[src/rtl/qcv_if_stage.sv]
// qcv instruction fetch stage: request generation, in-order response tracking with
// flush discard, a small prefetch FIFO and the IF/ID pipeline register.
module qcv_if_stage #(
   parameter logic [31:0] BOOT_ADDR   = 32'h0000_0080,
   parameter logic [31:0] DM_EXC_ADDR = 32'h0000_0800,
   parameter int          FIFO_DEPTH  = 2
) (
   input  logic        clk_i,
   input  logic        rst_i,
   input  logic        instr_req_i,
   input  logic        pc_set_i,
   input  logic [1:0]  pc_mux_i,
   input  logic        exc_pc_mux_i,
   input  logic [31:0] branch_target_i,
   input  logic [31:0] csr_mtvec_i,
   input  logic        id_in_ready_i,
   input  logic        instr_valid_clear_i,
   output logic        instr_req_o,
   output logic [31:0] instr_addr_o,
   input  logic        instr_gnt_i,
   input  logic        instr_rvalid_i,
   input  logic [31:0] instr_rdata_i,
   input  logic        instr_err_i,
   output logic        instr_valid_id_o,
   output logic [31:0] instr_rdata_id_o,
   output logic        instr_fetch_err_o,
   output logic [31:0] pc_id_o,
   output logic [31:0] pc_if_o
);

   localparam int                CNT_W    = $clog2(FIFO_DEPTH + 1);
   localparam int                PTR_W    = $clog2(FIFO_DEPTH);
   localparam logic [CNT_W:0]    DEPTH_C  = (CNT_W + 1)'(FIFO_DEPTH);
   localparam logic [PTR_W-1:0]  PTR_LAST = PTR_W'(FIFO_DEPTH - 1);

   logic [31:0]      r_fetch_addr;
   logic [31:0]      r_rsp_pc;
   logic [CNT_W-1:0] r_outstanding;
   logic [CNT_W-1:0] r_discard;
   logic [CNT_W-1:0] r_count;
   logic [PTR_W-1:0] r_rd_ptr;
   logic [PTR_W-1:0] r_wr_ptr;
   logic             r_halt;
   logic [31:0]      r_fifo_pc    [FIFO_DEPTH];
   logic [31:0]      r_fifo_rdata [FIFO_DEPTH];
   logic             r_fifo_err   [FIFO_DEPTH];
   logic             r_id_valid;
   logic [31:0]      r_id_rdata;
   logic [31:0]      r_id_pc;
   logic             r_id_err;

   logic        w_room;
   logic        w_req;
   logic        w_gnt;
   logic        w_rsp;
   logic        w_keep;
   logic        w_load;
   logic        w_pop;
   logic        w_bypass;
   logic        w_push;
   logic [31:0] w_target;

   function automatic logic [PTR_W-1:0] ptr_inc(input logic [PTR_W-1:0] p);
      return (p == PTR_LAST) ? '0 : p + PTR_W'(1);
   endfunction

   always_comb begin
      w_target = BOOT_ADDR;
      case (pc_mux_i)
         2'b01:   w_target = branch_target_i;
         2'b10:   w_target = exc_pc_mux_i ? DM_EXC_ADDR : csr_mtvec_i;
         default: w_target = BOOT_ADDR;
      endcase
      w_target = w_target & 32'hFFFF_FFFC;
   end

   // Space is reserved for every in-flight request, so a kept response always fits.
   assign w_room   = ({1'b0, r_outstanding} + {1'b0, r_count}) < DEPTH_C;
   assign w_req    = instr_req_i & ~pc_set_i & ~r_halt & w_room & ~rst_i;
   assign w_gnt    = w_req & instr_gnt_i;
   assign w_rsp    = instr_rvalid_i & (r_outstanding != '0);
   assign w_keep   = w_rsp & ~pc_set_i & (r_discard == '0) & ~r_halt;
   assign w_load   = ~r_id_valid | id_in_ready_i;
   assign w_pop    = w_load & ~instr_valid_clear_i & ~pc_set_i & (r_count != '0);
   assign w_bypass = w_load & ~instr_valid_clear_i & (r_count == '0) & w_keep;
   assign w_push   = w_keep & ~w_bypass;

   always_ff @(posedge clk_i or posedge rst_i) begin
      if (rst_i) begin
         r_fetch_addr  <= BOOT_ADDR;
         r_rsp_pc      <= BOOT_ADDR;
         r_outstanding <= '0;
         r_discard     <= '0;
         r_count       <= '0;
         r_rd_ptr      <= '0;
         r_wr_ptr      <= '0;
         r_halt        <= 1'b0;
      end else begin
         r_outstanding <= r_outstanding + CNT_W'(w_gnt) - CNT_W'(w_rsp);
         if (pc_set_i) begin
            r_fetch_addr <= w_target;
            r_rsp_pc     <= w_target;
            r_discard    <= r_outstanding - CNT_W'(w_rsp);
            r_count      <= '0;
            r_rd_ptr     <= '0;
            r_wr_ptr     <= '0;
            r_halt       <= 1'b0;
         end else begin
            if (w_gnt)
               r_fetch_addr <= r_fetch_addr + 32'd4;
            if (w_keep)
               r_rsp_pc <= r_rsp_pc + 32'd4;
            if (w_rsp && (r_discard != '0))
               r_discard <= r_discard - CNT_W'(1);
            if (w_keep && instr_err_i)
               r_halt <= 1'b1;
            r_count <= r_count + CNT_W'(w_push) - CNT_W'(w_pop);
            if (w_push)
               r_wr_ptr <= ptr_inc(r_wr_ptr);
            if (w_pop)
               r_rd_ptr <= ptr_inc(r_rd_ptr);
         end
      end
   end

   always_ff @(posedge clk_i) begin
      if (w_push) begin
         r_fifo_pc[r_wr_ptr]    <= r_rsp_pc;
         r_fifo_rdata[r_wr_ptr] <= instr_rdata_i;
         r_fifo_err[r_wr_ptr]   <= instr_err_i;
      end
   end

   // IF/ID register: redirect and kill both win over a load.
   always_ff @(posedge clk_i or posedge rst_i) begin
      if (rst_i) begin
         r_id_valid <= 1'b0;
         r_id_rdata <= '0;
         r_id_pc    <= '0;
         r_id_err   <= 1'b0;
      end else if (pc_set_i || instr_valid_clear_i) begin
         r_id_valid <= 1'b0;
      end else if (w_load) begin
         if (w_pop) begin
            r_id_valid <= 1'b1;
            r_id_rdata <= r_fifo_rdata[r_rd_ptr];
            r_id_pc    <= r_fifo_pc[r_rd_ptr];
            r_id_err   <= r_fifo_err[r_rd_ptr];
         end else if (w_bypass) begin
            r_id_valid <= 1'b1;
            r_id_rdata <= instr_rdata_i;
            r_id_pc    <= r_rsp_pc;
            r_id_err   <= instr_err_i;
         end else begin
            r_id_valid <= 1'b0;
         end
      end
   end

   assign instr_req_o       = w_req;
   assign instr_addr_o      = r_fetch_addr;
   assign pc_if_o           = r_fetch_addr;
   assign instr_valid_id_o  = r_id_valid;
   assign instr_rdata_id_o  = r_id_rdata;
   assign instr_fetch_err_o = r_id_err;
   assign pc_id_o           = r_id_pc;

endmodule

[config.mk]
export PLATFORM = sky130hd
export DESIGN_NAME = qcv_if_stage
export DESIGN_NICKNAME = d
export VERILOG_FILES = /design/src/rtl/qcv_if_stage.sv
export SDC_FILE = /design/constraint.sdc
export NUM_CORES = 1
export LEC_CHECK = 0
export CELL_PAD_IN_SITES_DETAIL_PLACEMENT = 1
export CELL_PAD_IN_SITES_GLOBAL_PLACEMENT = 1
export CORE_UTILIZATION = 42
export CTS_BUF_LIST = sky130_fd_sc_hd__clkbuf_4
export CTS_CLUSTER_DIAMETER = 100
export CTS_CLUSTER_SIZE = 25
export DETAILED_ROUTE_END_ITERATION = 8
export PLACE_DENSITY = 0.84
export SYNTH_ARGS = -nofsm -noshare
export SYNTH_HDL_FRONTEND = slang
export SYNTH_SLANG_ARGS = --single-unit
[constraint.sdc]
create_clock -name clk_i -period 5.8 [get_ports clk_i]
set_input_delay 1.16 -clock clk_i [delete_from_list [all_inputs] [get_ports clk_i]]
set_output_delay 1.16 -clock clk_i [all_outputs]
set_load 0.02 [all_outputs]
==> flow_summary.toml, run 1 <==
[run]
maxCapViolCount = 0

[sta]
timing.slew.headroom_pct = 26.3
hold_viol_final = 0
clock.fmax_mhz = 244
worst_pin_slew_ns = 1.11
min_period_ns = 4.09
finalCritPeriodShare_pct = 70.6
slew_viol_final = 0
rsz0062_at_grt = "no"
setup_violations = 0
tns_ns = 0
fin_skew_ns = 0.0663

[power]
cellInternalPower_mw = 2.97
p_seq_share_pct = 52.9
p_sw_share_pct = 33.3
power.density_nw_per_um2 = 302
combinationalPowerShare_pct = 30.4
p_leak_nw = 5.37
power.switching_mw = 1.48
clkPwrFrac_pct = 16.6
ir_drop_mv = 0.112

[logic_synthesis]
async_flop_share_pct = 51.4
synth_warnings = 0
synth_ff_type = "dfrtp_1"
ys_types = 61
synthCells = 1124
synth_edf_count = 126
netlist_area_um2 = 12200
avgSynthCellArea_um2 = 10.9
yosysSeqAreaShare_pct = 58.3
ys_seq_elements = 259

[die]
rows = 62
die_y_um = 172
die_area_um2 = 29700
coreArea_um2 = 28600
die_w_um = 172
num_io_pins = 239
initial_core_util_pct = 42.6

[layout]
nNetsFinal = 1409
drive_above_1_share_pct = 4.16
multi_input_area_um2 = 4480
regArea_um2 = 7120
syn2layout_area_growth_pct = 20.9
final_cell_mix = "clkdlybuf4s50_1 (227), nand2_1 (172), dfrtp_1 (130), edfxtp_1 (126), o21ai_0 (111)"
num-fill-cells = 3105
final_common_cell = "clkdlybuf4s50_1"
fin_area_um2 = 14700
final_util_pct = 51.5

[place]
finalWeightedCongestion = 0.850
port_buffers = 228
place_area_um2 = 14600
dp_hpwl_um = 24400

[clock_network]
cts_setup_buffers = 0
cts_tree = "done"
ctsResizeCount = 0
clockBufferDepth = 3
ctsHoldBuffers = 0
worstSkewPairLatency_ns = 0.69
htree_levels = 1
clockRootBuffer = "clkbuf_4"
path_clk_slew_ns = 0.28
cts_sinks = 259
cts_buffers = 14

[route]
via_count = 9440
post_drt_wl_per_cell_um = 20.6
drc = 0
finalWirelength_um = 34600
dr.pass1.iters = 5
ant_nets = 0
viasPerCell = 5.61
drtIter0Drc = 588

[setup_path]
cp_max_fo = 5
required_ns = 4.64
crit_chain = "and2_1 -> fa_1 -> nor2_1 -> and3_1 -> clkdlybuf4s50_1"
worstSetupStartpoint = "r_count[0]"
r2r-start = "r_count[0]"
cpMaxStageDelayCell = "clkdlybuf4s50_1"
max_stage_delay_ns = 0.61
arrival_ns = 2.93
worstSetupPathType = "reg -> out"
end_kind = "output port"
startpoint_type = "flip-flop"

[worst_hold_path]
holdCritStartpoint = "instr_rdata_id_o[8]"
min_path_type = "reg -> reg"

[global_routing]
track_usage_pct = 23.7
grt_max_degree = 103
grt_pass1_vias = 9699
grt_antenna_before_repair = 1
grt_pass1_wl_um = 54100
overflow = 0

[run_status]
status = "finished clean"
[cells in the mapped netlist, types with 20 or more instances]
master / number / share of area (%)
nand4_1: 23 / 1.2
nor2_1: 48 / 1.5
a21oi_1: 38 / 1.6
mux2i_1: 65 / 5.3
o22a_1: 23 / 1.7
buf_4: 37 / 2.3
inv_1: 20 / 0.62
clkbuf_1: 36 / 1.1
o21ai_0: 111 / 4.6
dfrtp_1: 131 / 27
nand2_1: 172 / 5.3
edfxtp_1: 126 / 31
o21ai_1: 38 / 1.6
nand3_1: 21 / 0.86
[cell type report]
cell class	instances	share of cell area, %
clock inverters	1	0.110
repair buffers	242	16.2
clock buffers	23	1.17
inverters	20	0.543
flip-flops and latches	259	48.3
well taps	384	3.26
multi-input cells	753	30.4
diodes	1	0.0170
[per-stage QoR]
stage	setup WS (ns)	total power [mW]	hold slack [ns]	cells
after floorplan	0.685	3.09	0.440	1129
after global placement	1.91	3.70	0.460	1658
after detailed placement	1.69	3.77	0.470	1658
after CTS	1.66	4.50	0.518	1682
after global routing	1.56	4.71	0.546	1683
final	1.71	4.45	0.513	1683
[kinds of logic after synthesis]
logic type	count (synthesis)	synth area share [%]
DFF	259	58.3
xor gates and xnor gates	20	1.44
buffers and inverters	117	5.23
other	1	0.0307
and+or+nand+nor	350	13.4
AOI/OAI and AO/OA	301	15.1
adders and majority gates	11	1.19
muxes	65	5.33
[power groups by stage]
stage	Sequential, mW	Clock (mW)	Combinational, mW
detailed placement	2.40	0	1.37
global placement	2.38	0	1.32
global route	2.39	0.829	1.49
floorplan	2.59	0	0.496
finish	2.36	0.740	1.35
CTS	2.36	0.767	1.37
[flip-flops by register name, indices dropped and copies added (netlist names)]
signal,cells
r_fifo_rdata,64
r_fifo_pc,60
instr_rdata_id_o,32
instr_addr_o,30
pc_id_o,30
r_rsp_pc,30
r_count,2
r_discard,2
r_fifo_err,2
r_outstanding,2
instr_fetch_err_o,1
instr_valid_id_o,1
r_halt,1
r_rd_ptr,1
r_wr_ptr,1
[layer usage]
| layer | wire length, um | global-route usage (%) |
|---|---|---|
| met2 | 17100 | 41.1 |
| met1 | 15000 | 31.2 |
| met5 | 0 | 0 |
| met4 | 533 | 4.81 |
| met3 | 2040 | 3.71 |
[worst paths after layout]
path                       slack [ns]                  end  cells past startpoint
max                              1.71          instr_req_o                      5
min                              0.51  instr_rdata_id_o[8]                      2
max reg2reg                      2.60     instr_addr_o[16]                      9
min reg2reg                      0.51  instr_rdata_id_o[8]                      2
max in group asynchronous        3.58         r_rsp_pc[28]                      3
min in group asynchronous        1.09     instr_addr_o[22]                      2
[critical path: cells and delay by family (launching register included)]
family,cells,cell delay [ns]
adder cells (fa/ha/maj),1,0.49
buffers and inverters,1,0.61
flip-flops,1,0.51
AND/OR/NAND/NOR,3,0.63
(Power assumes the default switching activity.)
==> run 2: changes to the inputs <==
Settings changed: CORE_UTILIZATION 42 to 38, PLACE_DENSITY 0.84 to 0.8.
Clock period 5.8 ns to 3.5 ns, I/O delays scaled along.
==> run 2 against run 1 <==
Net effect: register-to-register slack got worse by 1.7 ns; clock power rose by 70%; clock skew fell by 0.045 ns; die area rose by 10%; total power rose by 66%; critical path depth did not move; wire length fell by 2.8%; worst hold slack got worse by 0.11 ns; non-clock buffer count rose by 5; largest cell class unchanged.
==> flow_summary.toml, run 2 (synthesis results as in run 1) <==
[layout]
top_register = "r_fifo_rdata"
stdcell_count = 1706
largest_register_ffs = 64
drive_above_1_share_pct = 4.45
final_common_cell = "clkdlybuf4s50_1"
final_cell_mix = "clkdlybuf4s50_1 (226), nand2_1 (172), dfrtp_1 (130), edfxtp_1 (126), o21ai_0 (111)"
final_util_pct = 47.2
syn2layout_area_growth_pct = 22.2
num-fill-cells = 3411
nNetsFinal = 1414
fin_area_um2 = 14900

[route]
drtIter0Drc = 446
finalWirelength_um = 33600
viasPerCell = 5.49
post_drt_wl_per_cell_um = 19.7
dr.pass1.iters = 4
drc = 0
via_count = 9371
ant_nets = 0

[die]
initial_core_util_pct = 38.7
die_area_um2 = 32800
die_w_um = 181
rows = 65
coreArea_um2 = 31600
die_y_um = 181
num_io_pins = 239

[setup_path]
required_ns = 2.80
arrival_ns = 2.54
cp_max_fo = 4
max_stage_delay_ns = 0.48
r2r-start = "r_discard[0]"
rr_endpoint = "r_count[0]"
cpMaxStageDelayCell = "dfrtp_1"
setup.worst_path.end = "instr_req_o"
rrSetupSlack_ns = 0.88
worstSetupStartpoint = "r_outstanding[0]"
crit_chain = "and2_1 -> fa_1 -> nor2_1 -> and3_1 -> dlygate4sd2_1"
crit_family = "simple AND/OR/NAND/NOR gates"
startpoint_type = "flip-flop"
cp.depth = 5
worst-path-buf-inv = 1
worstRegToRegCells = 10
end_kind = "output port"
worstSetupPathType = "reg -> out"

[global_routing]
grt_antenna_before_repair = 3
grt_max_degree = 134
track_usage_pct = 20.5
overflow = 0
grt_pass1_wl_um = 53500
grt_pass1_vias = 9818

[sta]
timing.slew.headroom_pct = 38.3
setup_violations = 0
hold_viol_final = 0
worst_pin_slew_ns = 0.918
fin_hold_ws_ns = 0.407
slew_viol_final = 0
rsz0062_at_grt = "no"
min_period_ns = 3.24
finalCritPeriodShare_pct = 92.4
tns_ns = 0
clock.fmax_mhz = 309
setup_ws_ns = 0.265
fin_skew_ns = 0.0214

[clock_network]
cts_tree = "done"
cts_setup_buffers = 0
htree_levels = 1
clockRootBuffer = "clkbuf_4"
ctsHoldBuffers = 0
worstSkewPairLatency_ns = 0.67
cts_buffers = 14
clockBufferDepth = 3
path_clk_slew_ns = 0.25
cts_sinks = 259

[place]
place_area_um2 = 14700
dp_slack_ns = 0.335
dp.cells = 1681
finalWeightedCongestion = 0.890
dp_hpwl_um = 23600
port_buffers = 228

[power]
power_mw = 7.39
p_leak_nw = 5.42
ir_drop_mv = 0.192
power.density_nw_per_um2 = 496

[worst_hold_path]
holdPathStages = 2
min_path_type = "in -> reg"
holdCritStartpoint = "pc_set_i"

[run]
maxCapViolCount = 0

[run_status]
status = "finished clean"
-- run 2: what timing repair did --
action | in CTS | in global routing
endpoints found under the hold margin | 0 | 0
gates resized for setup | 1 | 0
endpoints found under the setup margin | 1 | 0
-- run 2: cell type report --
class	instances	area [um^2]	share of cell area [%]
well taps	402	503	3.38
inverters	20	78.8	0.529
clock inverters	3	46.3	0.311
multi-input cells	753	4480	30.1
flip-flops and latches	259	7120	47.8
repair buffers	247	2520	16.9
clock buffers	20	150	1.01
diodes	2	5.00	0.0336
-- run 2: worst register-to-register path, cell delays in order, from the launching register on --
cell      delay (ns)
dfrtp_1         0.42
inv_1           0.08
ha_1            0.21
nand2b_1        0.13
or2_1           0.39
nor3_1          0.42
inv_1           0.16
ha_1            0.31
inv_1           0.04
ha_1            0.26
nor2b_1         0.13
-- run 2: how the worst min path moves through the flow --
stage / endpoint
2_1_floorplan: r_fifo_pc[0][13]
3_3_place_gp: instr_rdata_id_o[5]
5_1_grt: r_count[0]
6_report: r_count[1]
3_5_place_dp: instr_rdata_id_o[20]
4_1_cts: r_count[1]
-- run 2: layer usage --
metal / track usage (%) / routed length [um] / vias up
li1: - / - / 4409
met1: 27.2 / 14800 / 4611
met2: 35.0 / 16200 / 303
met3: 2.84 / 1800 / 46
met4: 5.90 / 816 / 2
met5: 0 / 17 / -
-- run 2: report_power, final --
group	internal, mW	total [mW]	switching, mW
Combinational	1.02	2.23	1.21
Sequential	3.61	3.90	0.290
Clock	0.345	1.26	0.911
Total	4.97	7.39	2.42
==> run 3: changes to the inputs <==
Settings changed: CTS_CLUSTER_DIAMETER 100 to 50.
==> run 3 against run 2 <==
Net effect: total power rose by 9.8%; sequential share of layout area fell by 1.0 points; fmax rose by 0.33%; clock skew rose by 0.053 ns; register-to-register slack got worse by 0.05 ns; non-clock buffer count did not move; critical path depth did not move; worst hold slack got worse by 0.0068 ns; first-iteration DRC count rose by 4.9%; via count rose by 1.7%; critical path type unchanged; critical endpoint unchanged; largest power group unchanged.
==> flow_summary.toml, run 3 (synthesis results as in run 1) <==
[die]
die_y_um = 181
die_w_um = 181
num_io_pins = 239
coreArea_um2 = 31600
die_area_um2 = 32800
rows = 65
initial_core_util_pct = 38.7

[sta]
setup_violations = 0
clock.fmax_mhz = 310
timing.slew.headroom_pct = 38.9
rsz0062_at_grt = "no"
min_period_ns = 3.22
worst_pin_slew_ns = 0.907
hold_viol_final = 0
finalCritPeriodShare_pct = 92.1
slew_viol_final = 0
tns_ns = 0
fin_skew_ns = 0.0740

[worst_hold_path]
holdCritStartpoint = "pc_set_i"
min_path_type = "in -> reg"

[clock_network]
clockBufferDepth = 3
clockRootBuffer = "clkbuf_4"
path_clk_slew_ns = 0.15
htree_levels = 2
cts_sinks = 259
cts_buffers = 34
cts_tree = "done"
worstSkewPairLatency_ns = 0.69

[global_routing]
grt_pass1_vias = 10000
grt_max_degree = 134
overflow = 0
grt_antenna_before_repair = 1
track_usage_pct = 20.9
grt_pass1_wl_um = 54400

[route]
via_count = 9533
post_drt_wl_per_cell_um = 19.7
drtIter0Drc = 468
dr.pass1.iters = 7
ant_nets = 0
finalWirelength_um = 34300
drc = 0
viasPerCell = 5.47

[power]
combinationalPowerShare_pct = 27.6
power_mw = 8.11
p_sw_share_pct = 34.1
clkPwrFrac_pct = 24.4
ir_drop_mv = 0.182
p_seq_share_pct = 48.0
power.switching_mw = 2.77
p_leak_nw = 5.58
cellInternalPower_mw = 5.34
power.density_nw_per_um2 = 533

[layout]
final_cell_mix = "clkdlybuf4s50_1 (226), nand2_1 (172), dfrtp_1 (130), edfxtp_1 (126), o21ai_0 (111)"
final_common_cell = "clkdlybuf4s50_1"
syn2layout_area_growth_pct = 24.8
nNetsFinal = 1434
largest_register_ffs = 64
drive_above_1_share_pct = 7.16
top_register = "r_fifo_rdata"

[setup_path]
startpoint_type = "flip-flop"
max_stage_delay_ns = 0.48
crit_chain = "and2_1 -> fa_1 -> nor2_1 -> and3_1 -> dlygate4sd2_1"
arrival_ns = 2.52
worstSetupStartpoint = "r_outstanding[0]"
end_kind = "output port"
r2r-start = "r_discard[0]"
crit_family = "simple AND/OR/NAND/NOR gates"
cpMaxStageDelayCell = "fa_1"
required_ns = 2.80
cp_max_fo = 4
worstSetupPathType = "reg -> out"
worst-path-buf-inv = 1

[place]
dp_hpwl_um = 23600
port_buffers = 228
finalWeightedCongestion = 0.890

[run_status]
status = "finished clean"

[run]
maxCapViolCount = 0
run 3: changes by cell type in the layout (fill, tap and decap cells not counted), moves of 2 or more:
| cell | delta |
|---|---|
| clkbuf_4 | +19 |
| clkinv_2 | +3 |
| clkinv_8 | +3 |
| clkinvlp_4 | +4 |
| inv_6 | +5 |
| inv_8 | +2 |
run 3: cell type report:
| class | count | area (um^2) |
|---|---|---|
| Fill cell | 3418 | 16300 |
| Sequential cell | 259 | 7120 |
| Multi-Input combinational cell | 753 | 4480 |
| Timing Repair Buffer | 247 | 2520 |
| Tap cell | 402 | 503 |
| Clock buffer | 39 | 293 |
| Clock inverter | 23 | 235 |
| Inverter | 20 | 78.8 |
| Antenna cell | 1 | 2.50 |
run 3: path summary, 6_finish.rpt:
check	end	slack [ns]	cells past startpoint
worst max register to register	r_fifo_rdata[0][1]	0.83	8
worst min register to register	instr_rdata_id_o[20]	0.49	2
max in group asynchronous	instr_rdata_id_o[23]	2.23	3
worst max-delay path	instr_req_o	0.28	5
worst min-delay path	r_count[1]	0.40	2
min in group asynchronous	instr_addr_o[25]	0.64	3
run 3: power groups by stage:
stage | Clock (mW) | Sequential (mW) | Combinational, mW
final | 1.98 | 3.90 | 2.24
after global routing | 2.16 | 3.96 | 2.43
after floorplan | 0 | 4.29 | 0.822
after detailed placement | 0 | 3.97 | 2.26
after global placement | 0 | 3.94 | 2.20
after CTS | 2.06 | 3.91 | 2.27
run 3: repair_timing:
action | in CTS | in global routing
setup endpoints to repair | 1 | 0
gates resized for setup | 1 | 0
hold buffers | 0 | 0
setup buffers | 0 | 0
run 3: through the flow:
stage	area (um^2)	hold WS, ns	util, %	setup slack [ns]	instances
floorplan	12200	0.440	-	0.0908	1129
global placement	14700	0.461	46.6	0.429	1681
detailed placement	14700	0.472	46.6	0.335	1681
CTS	15200	0.364	48.3	0.225	1743
global route	15200	0.381	48.3	0.0798	1744
finish	15200	0.400	48.3	0.276	1744
run 3: routing by layer:
metal  GRT usage (%)  vias to the layer above  share of wire, %
met3            3.53                       59               5.3
li1                -                     4475                 -
met1            27.2                     4672                44
met2            35.2                      327                48
met4            7.63                        0               2.9
met5               0                        -                 0
